`src/rtl/adiciona_chave_rodada_pkg.sv`:
```
// Shared AES definitions for the round pipeline: widths, GF(2^8) constants,
// FSM encoding, the S-box table and the xtime helper.
package adiciona_chave_rodada_pkg;

   localparam int BLOCO_W   = 128;
   localparam int PALAVRA_W = 32;

   localparam logic [7:0] RCON_INICIAL = 8'h01;
   localparam logic [7:0] POLI_AES     = 8'h1b;

   typedef enum logic [0:0] {
      SEM_CHAVE = 1'b0,
      ATIVO     = 1'b1
   } estado_t;

   // Entry 0x00 occupies the top byte so the table reads like the usual 16x16 grid.
   localparam logic [2047:0] SBOX_TAB = {
      128'h637c777bf26b6fc53001672bfed7ab76,
      128'hca82c97dfa5947f0add4a2af9ca472c0,
      128'hb7fd9326363ff7cc34a5e5f171d83115,
      128'h04c723c31896059a071280e2eb27b275,
      128'h09832c1a1b6e5aa0523bd6b329e32f84,
      128'h53d100ed20fcb15b6acbbe394a4c58cf,
      128'hd0efaafb434d338545f9027f503c9fa8,
      128'h51a3408f929d38f5bcb6da2110fff3d2,
      128'hcd0c13ec5f974417c4a77e3d645d1973,
      128'h60814fdc222a908846eeb814de5e0bdb,
      128'he0323a0a4906245cc2d3ac629195e479,
      128'he7c8376d8dd54ea96c56f4ea657aae08,
      128'hba78252e1ca6b4c6e8dd741f4bbd8b8a,
      128'h703eb5664803f60e613557b986c11d9e,
      128'he1f8981169d98e949b1e87e9ce5528df,
      128'h8ca1890dbfe6426841992d0fb054bb16
   };

   function automatic logic [7:0] xtime(input logic [7:0] b);
      return {b[6:0], 1'b0} ^ (b[7] ? POLI_AES : 8'h00);
   endfunction

endpackage

```
`src/rtl/adiciona_chave_rodada_sbox.sv`:
```
// Combinational AES S-box lookup, one byte in and one byte out.
module adiciona_chave_rodada_sbox
   import adiciona_chave_rodada_pkg::*;
(
   input  logic [7:0] entrada,
   output logic [7:0] saida
);

   logic [10:0] pos_s;

   // Inverting the index maps byte value 0 onto the most significant table slot.
   assign pos_s = {~entrada, 3'b000};
   assign saida = SBOX_TAB[pos_s +: 8];

endmodule

```
`src/rtl/adiciona_chave_rodada.sv`:
```
// AES-128 AddRoundKey with on-the-fly key expansion: one round key per
// accepted block, cycling through keys 0..NUM_RODADAS of the loaded cipher key.
module adiciona_chave_rodada
   import adiciona_chave_rodada_pkg::*;
#(
   parameter int NUM_RODADAS = 10
)
(
   input  logic               clk,
   input  logic               rst,
   input  logic               chave_carga,
   input  logic [BLOCO_W-1:0] chave,
   input  logic               entrada_valida,
   output logic               entrada_pronta,
   input  logic [BLOCO_W-1:0] bloco,
   output logic               saida_valida,
   input  logic               saida_pronta,
   output logic [BLOCO_W-1:0] saida,
   output logic [3:0]         rodada_saida,
   output logic               ultima
);

   estado_t              estado_r;
   estado_t              estado_prox_s;
   logic [BLOCO_W-1:0]   chave_base_r;
   logic [BLOCO_W-1:0]   chave_atual_r;
   logic [3:0]           contador_r;
   logic [7:0]           rcon_r;
   logic                 saida_valida_r;
   logic [BLOCO_W-1:0]   saida_r;
   logic [3:0]           rodada_saida_r;
   logic                 ultima_r;

   logic                 transf_s;
   logic                 ultima_chave_s;
   logic [PALAVRA_W-1:0] w0_s, w1_s, w2_s, w3_s;
   logic [PALAVRA_W-1:0] rot_s, sub_s;
   logic [PALAVRA_W-1:0] n0_s, n1_s, n2_s, n3_s;
   logic [BLOCO_W-1:0]   proxima_s;

   assign entrada_pronta = (estado_r == ATIVO) && !chave_carga && (!saida_valida_r || saida_pronta);
   assign transf_s       = entrada_valida && entrada_pronta;
   assign ultima_chave_s = (contador_r == 4'(NUM_RODADAS));

   assign w0_s  = chave_atual_r[127:96];
   assign w1_s  = chave_atual_r[95:64];
   assign w2_s  = chave_atual_r[63:32];
   assign w3_s  = chave_atual_r[31:0];
   assign rot_s = {w3_s[23:0], w3_s[31:24]};

   for (genvar i = 0; i < 4; i++) begin : g_subword
      adiciona_chave_rodada_sbox u_sbox (
         .entrada (rot_s[8*i +: 8]),
         .saida   (sub_s[8*i +: 8])
      );
   end

   assign n0_s      = w0_s ^ sub_s ^ {rcon_r, 24'h000000};
   assign n1_s      = w1_s ^ n0_s;
   assign n2_s      = w2_s ^ n1_s;
   assign n3_s      = w3_s ^ n2_s;
   assign proxima_s = {n0_s, n1_s, n2_s, n3_s};

   // FSM state register
   always_ff @(posedge clk or posedge rst) begin
      if (rst) begin
         estado_r <= SEM_CHAVE;
      end else begin
         estado_r <= estado_prox_s;
      end
   end

   // FSM next state: once a key is loaded the stage stays active until reset
   always_comb begin
      estado_prox_s = estado_r;
      case (estado_r)
         SEM_CHAVE: begin
            if (chave_carga) begin
               estado_prox_s = ATIVO;
            end else begin
               estado_prox_s = SEM_CHAVE;
            end
         end
         ATIVO:   estado_prox_s = ATIVO;
         default: estado_prox_s = SEM_CHAVE;
      endcase
   end

   // Key schedule state: advances only when a block is actually accepted
   always_ff @(posedge clk or posedge rst) begin
      if (rst) begin
         chave_base_r  <= {BLOCO_W{1'b0}};
         chave_atual_r <= {BLOCO_W{1'b0}};
         contador_r    <= 4'd0;
         rcon_r        <= RCON_INICIAL;
      end else if (chave_carga) begin
         chave_base_r  <= chave;
         chave_atual_r <= chave;
         contador_r    <= 4'd0;
         rcon_r        <= RCON_INICIAL;
      end else if (transf_s) begin
         if (ultima_chave_s) begin
            chave_atual_r <= chave_base_r;
            contador_r    <= 4'd0;
            rcon_r        <= RCON_INICIAL;
         end else begin
            chave_atual_r <= proxima_s;
            contador_r    <= contador_r + 4'd1;
            rcon_r        <= xtime(rcon_r);
         end
      end
   end

   // One-entry output register with valid/ready handshake
   always_ff @(posedge clk or posedge rst) begin
      if (rst) begin
         saida_valida_r <= 1'b0;
         saida_r        <= {BLOCO_W{1'b0}};
         rodada_saida_r <= 4'd0;
         ultima_r       <= 1'b0;
      end else if (transf_s) begin
         saida_valida_r <= 1'b1;
         saida_r        <= bloco ^ chave_atual_r;
         rodada_saida_r <= contador_r;
         ultima_r       <= ultima_chave_s;
      end else if (saida_pronta) begin
         saida_valida_r <= 1'b0;
      end
   end

   assign saida_valida = saida_valida_r;
   assign saida        = saida_r;
   assign rodada_saida = rodada_saida_r;
   assign ultima       = ultima_r;

endmodule

```
`config.mk`:
```
export PLATFORM = sky130hd
export DESIGN_NAME = adiciona_chave_rodada
export DESIGN_NICKNAME = d
export VERILOG_FILES = /design/src/rtl/adiciona_chave_rodada_pkg.sv /design/src/rtl/adiciona_chave_rodada_sbox.sv /design/src/rtl/adiciona_chave_rodada.sv
export SDC_FILE = /design/constraint.sdc
export NUM_CORES = 2
export LEC_CHECK = 0
export CORE_UTILIZATION = 40
export CTS_CLUSTER_SIZE = 14
export DETAILED_ROUTE_END_ITERATION = 10
export PLACE_DENSITY = 0.65
export SYNTH_ARGS = -nofsm -noshare
export SYNTH_HDL_FRONTEND = slang
export SYNTH_SLANG_ARGS = --single-unit
export TNS_END_PERCENT = 5
```
`constraint.sdc`:
```
create_clock -name clk -period 17.4 [get_ports clk]
set_input_delay 3.48 -clock clk [delete_from_list [all_inputs] [get_ports clk]]
set_output_delay 3.48 -clock clk [all_outputs]
set_load 0.005 [all_outputs]
```
---- Word level (Yosys, flattened, before mapping) ----
Cells that the tools add are included.
W data, S select, Z words.
cells by class
  eq/ne operators ......................... 1
  reductions and logical operators ........ 8
  add/subtract/negate cells ............... 1
  muxes and demuxes ....................... 14
  shift operators ......................... 4
  bitwise operators ....................... 12
operators by type and width
  cell                          number
  $shiftx A2048 B12 Y8 const A  4
  $mux W128                     3
  $xor A32 B32 Y32              5
  $xor A128 B128 Y128           1
  $not A8 Y8                    4
  $mux W8                       3
  $mux W4                       3
  $xor A8 B5 Y8                 1
  $mux W5                       1
  $add A4 B1 Y4 const B         1
  $eq A4 B4 Y1 const B          1
  $reduce_bool A2 Y1            2
  $logic_and A1 B1 Y1           3
  $mux W1                       3
  $logic_not A1 Y1              2
  $pmux W1 S2                   1
  $logic_or A1 B1 Y1            1
  $not A1 Y1                    1
word-level totals
  register bits ........................... 403

---- Logic depth before layout (Yosys ltp) ----
  depth in word-level cells ............... 10
  gate-level depth with buffers ........... 14
  gate-level depth less buffers ........... 11

---- Modules after synthesis ----
From an unflattened synthesis, not the netlist that was laid out.
second synthesis, totals
  cells, all modules ...................... 4241
  area, all modules ....................... 33479.6 µm²
modules (own cells, without submodules)
  module                      cells an instance  times used  area an instance (µm²)  seq. area each (µm²)
  adiciona_chave_rodada       2041               1           19346.1                 10085.9
  adiciona_chave_rodada_sbox  550                4           3533.4                  0.0

---- Worst setup path before layout ----
OpenSTA, ideal clock, no wires.
  path type ............................... input to output
  start ................................... in chave_carga
  end ..................................... out entrada_pronta
  buffers on the path ..................... 1
  setup slack ............................. 9950 ps
  arrival ................................. 3970 ps
  data required time ...................... 13920 ps
  cell stages on the path ................. 2
  cell sequence ........................... clkbuf_1 -> nor3b_1
on the way
  longest elaborated chain between the ends .. 3
RTL lines
  item                               RTL line                     RTL
  start, declared                    adiciona_chave_rodada.sv:11  input logic chave_carga,
  $logic_not A1 Y1                   adiciona_chave_rodada.sv:41  assign entrada_pronta = (estado_r == ATIVO) && !chave_carga && (!saida_valida_r || saida_pronta);
  $logic_and A1 B1 Y1 (2 in series)  adiciona_chave_rodada.sv:41
  end, declared                      adiciona_chave_rodada.sv:14  output logic entrada_pronta,
No other way between the ends.

---- Final worst setup path ----
  start ................................... in saida_pronta
  end ..................................... out entrada_pronta
on the way
  longest elaborated chain between the ends .. 2
RTL lines
  item                 RTL line                     RTL
  start, declared      adiciona_chave_rodada.sv:17  input logic saida_pronta,
  $logic_or A1 B1 Y1   adiciona_chave_rodada.sv:41
  $logic_and A1 B1 Y1  adiciona_chave_rodada.sv:41
No other way between the ends.

==> summary.txt <==
status - completed
DR vias - 33942
CP bufs+invs - 2
Async S/R FF share, synth - 100%
largest family of logic cells by synthesized area - compound AO/OA/AOI/OAI gates
Main synth FF type - dfrtp_1
Pwr per Cell Area - 241 nW/um2
max-cap viol count - 0
ratio of cells with drive above 1 in the final layout - 10.1%
Synth Area in Adders - 2.39%
dpl ws - 8.87 ns
Mapped Avg Cell Area - 8.33 um2
Synth Area in Compound Gates - 27.2%
final antenna-violating net count - 0
post-CTS setup buffers - 0
synth top area cells - dfrtp_1 (30%), o21ai_0 (6.1%), xnor2_1 (6.0%)
EDFF count, synth - 0
RSZ-0062 raised after global routing - no
CTS Sinks - 403
CTS-repair resized insts - 0
Syn. warnings - 0
Least-Margin Pin Slew - 1.21 ns
synthesized flop and latch total - 403
Syn Nets - 4325
Switching Share - 53.1%
Power Total - 9.42 mW
top cells by count, synth - nand2_1 (416), o21ai_0 (406), dfrtp_1 (402)
# IOs - 396
simple-gate share of the synthesized area - 17.3%
average routed wire per standard cell - 27.5 um
worst hold slack - 0.456 ns
Synth top area share - 30.2%
worst path cell trace - clkdlybuf4s50_1, nor2b_1, nor3b_1, clkdlybuf4s50_1
GPL Wtd Cong - 1.02
Largest delay share family, worst path - buffers and inverters
Startpoint Class - input pin
Setup CP Type - in2out
Leak - 15.1 nW
Routed WL - 144000 um
half-perimeter wire length after detailed placement - 98700 um
Iteration-0 DRC Markers - 4967
largest net degree at the start of global routing - 193
part of the power in combinational logic - 70.3%
Worst setup EP type - output pin
CP max stage delay - 0.60 ns
TritonCTS clock tree - yes
Psw - 5.00 mW
Rows - 105
DRC Markers - 0
P&R area growth vs syn - 17.4%
Clock Pin Slew Worst Setup and Hold Paths - 0.06 ns
fmax - 117 MHz
cell mode on critical path - clkdlybuf4s50_1
die height - 291 um
grt total ovfl - 0
Sequential Power Share - 18.1%
clock skew - 0.0255 ns
area of the core - 82200 um2
port bufs - 395
final hold viol count - 0
arrival time worst endpoint - 5.04 ns
share of total power in the clock network - 11.7%
Initial Util - 40.5%
HP Class - reg2reg
CTS Buf Count - 50
Worst Path Max Fanout - 3
Syn Inst Count - 4002
maximum clock path buffer count - 3
nets - 4431
Period Utilization, post-route - 49.0%
post-synthesis sequential area ratio - 30.2%
Final Critical Period - 8.52 ns
Post-Syn Area - 33300 um2
Initial DRT Pass Iterations - 7
Final WS setup - 8.88 ns
Final Setup Violations - 0
initial antenna violation count - 12
Max H-tree Level - 2
worst endpoint required time - 13.92 ns
die area - 84500 um2
worst vdd ir - 0.129 mV
count leader, synth - nand2_1
post-synthesis cell type count - 106
hold buffers post-CTS - 0
mux cell area share after synthesis - 8.33%
first-pass GRT wire length - 215000 um
die width - 291 um
Post-Synth XOR/XNOR Area - 7.92%
P_int - 4.42 mW
Synth area leader - dfrtp_1
setup_tns - 0 ns
vias per cell - 6.50
Overall Global Routing Usage - 33.0%
worst relative slew slack - 18.8%
vias in the first global route - 31766
Root Driver - clkbuf_16
Slew Viols, Final - 0
Clock Latency Late Sink - 0.63 ns
Crit-path slowest cell - clkdlybuf4s50_1
==> final timing paths <==
| kind | startpoint | endpoint | slack [ns] | depth (start not counted) |
|---|---|---|---|---|
| min in group asynchronous | rst | saida[10] | 3.46 | 2 |
| min reg2reg | estado_r | estado_r | 0.46 | 1 |
| max reg2reg | chave_atual_r[0] | chave_atual_r[42] | 11.92 | 13 |
| min | estado_r | estado_r | 0.46 | 1 |
| max | saida_pronta | entrada_pronta | 8.88 | 4 |
| max in group asynchronous | rst | chave_atual_r[108] | 11.06 | 5 |
==> logic make-up after synthesis <==
logic type | Yosys count
flip-flops | 403
AO/OA/AOI/OAI | 1352
AND/OR/NAND/NOR | 1203
multiplexers | 198
buffers and inverters | 504
XOR/XNOR | 278
adder cells (fa/ha/maj) | 64
==> power groups by stage <==
stage | Sequential, mW | Clock (mW) | Combinational [mW]
finish | 1.70 | 1.10 | 6.62
global route | 1.74 | 1.15 | 6.97
CTS | 1.69 | 1.11 | 6.41
detailed placement | 1.71 | 0 | 6.38
global placement | 1.70 | 0 | 6.42
floorplan | 1.47 | 0 | 4.45
==> metrics by stage <==
step	instances	util, %	instance area, um2
after floorplan	4002	-	33300
after global placement	5126	45.5	37400
after detailed placement	5126	45.5	37400
after CTS	5219	47.6	39100
after global routing	5222	47.6	39100
final	5223	47.6	39100
==> cell type report <==
class                   instances  area, um2
repair buffers                469       4530
well taps                    1070       1340
fillers                      7998      43100
diodes                          4       10.0
multi-input cells            3095      21100
clock inverters                21        223
flip-flops and latches        403      10100
inverters                      89        342
clock buffers                  72       1480
==> placed cells by master (no fill, tap or decap), drive strengths merged, types with 62 or more instances in the layout <==
master,count
buf,75
mux2,107
o21ai,413
nand2,417
clkdlybuf4s50,394
clkbuf,72
nor2b,68
inv,86
nand3,89
nand2b,91
dfrtp,402
nor3,102
ha,62
nor2,232
xnor2,237
a21oi,231
==> registers in the layout (all words and copies together), names as in the netlist <==
register       count
ultima             1
estado_r           1
rodada_saida       4
chave_atual_r    128
rcon_r             8
chave_base_r     128
contador_r         4
saida            128
saida_valida       1
==> layer usage <==
layer	routed length, um	up-vias	track usage [%]	part of all wire, %
li1	-	14971	-	-
met1	60300	16468	46.6	42
met2	61400	2109	48.6	43
met3	15900	378	7.81	11
met4	6100	16	12.4	4.2
met5	102	-	0	0.071
No activity file was read; power rests on OpenSTA's default activity.
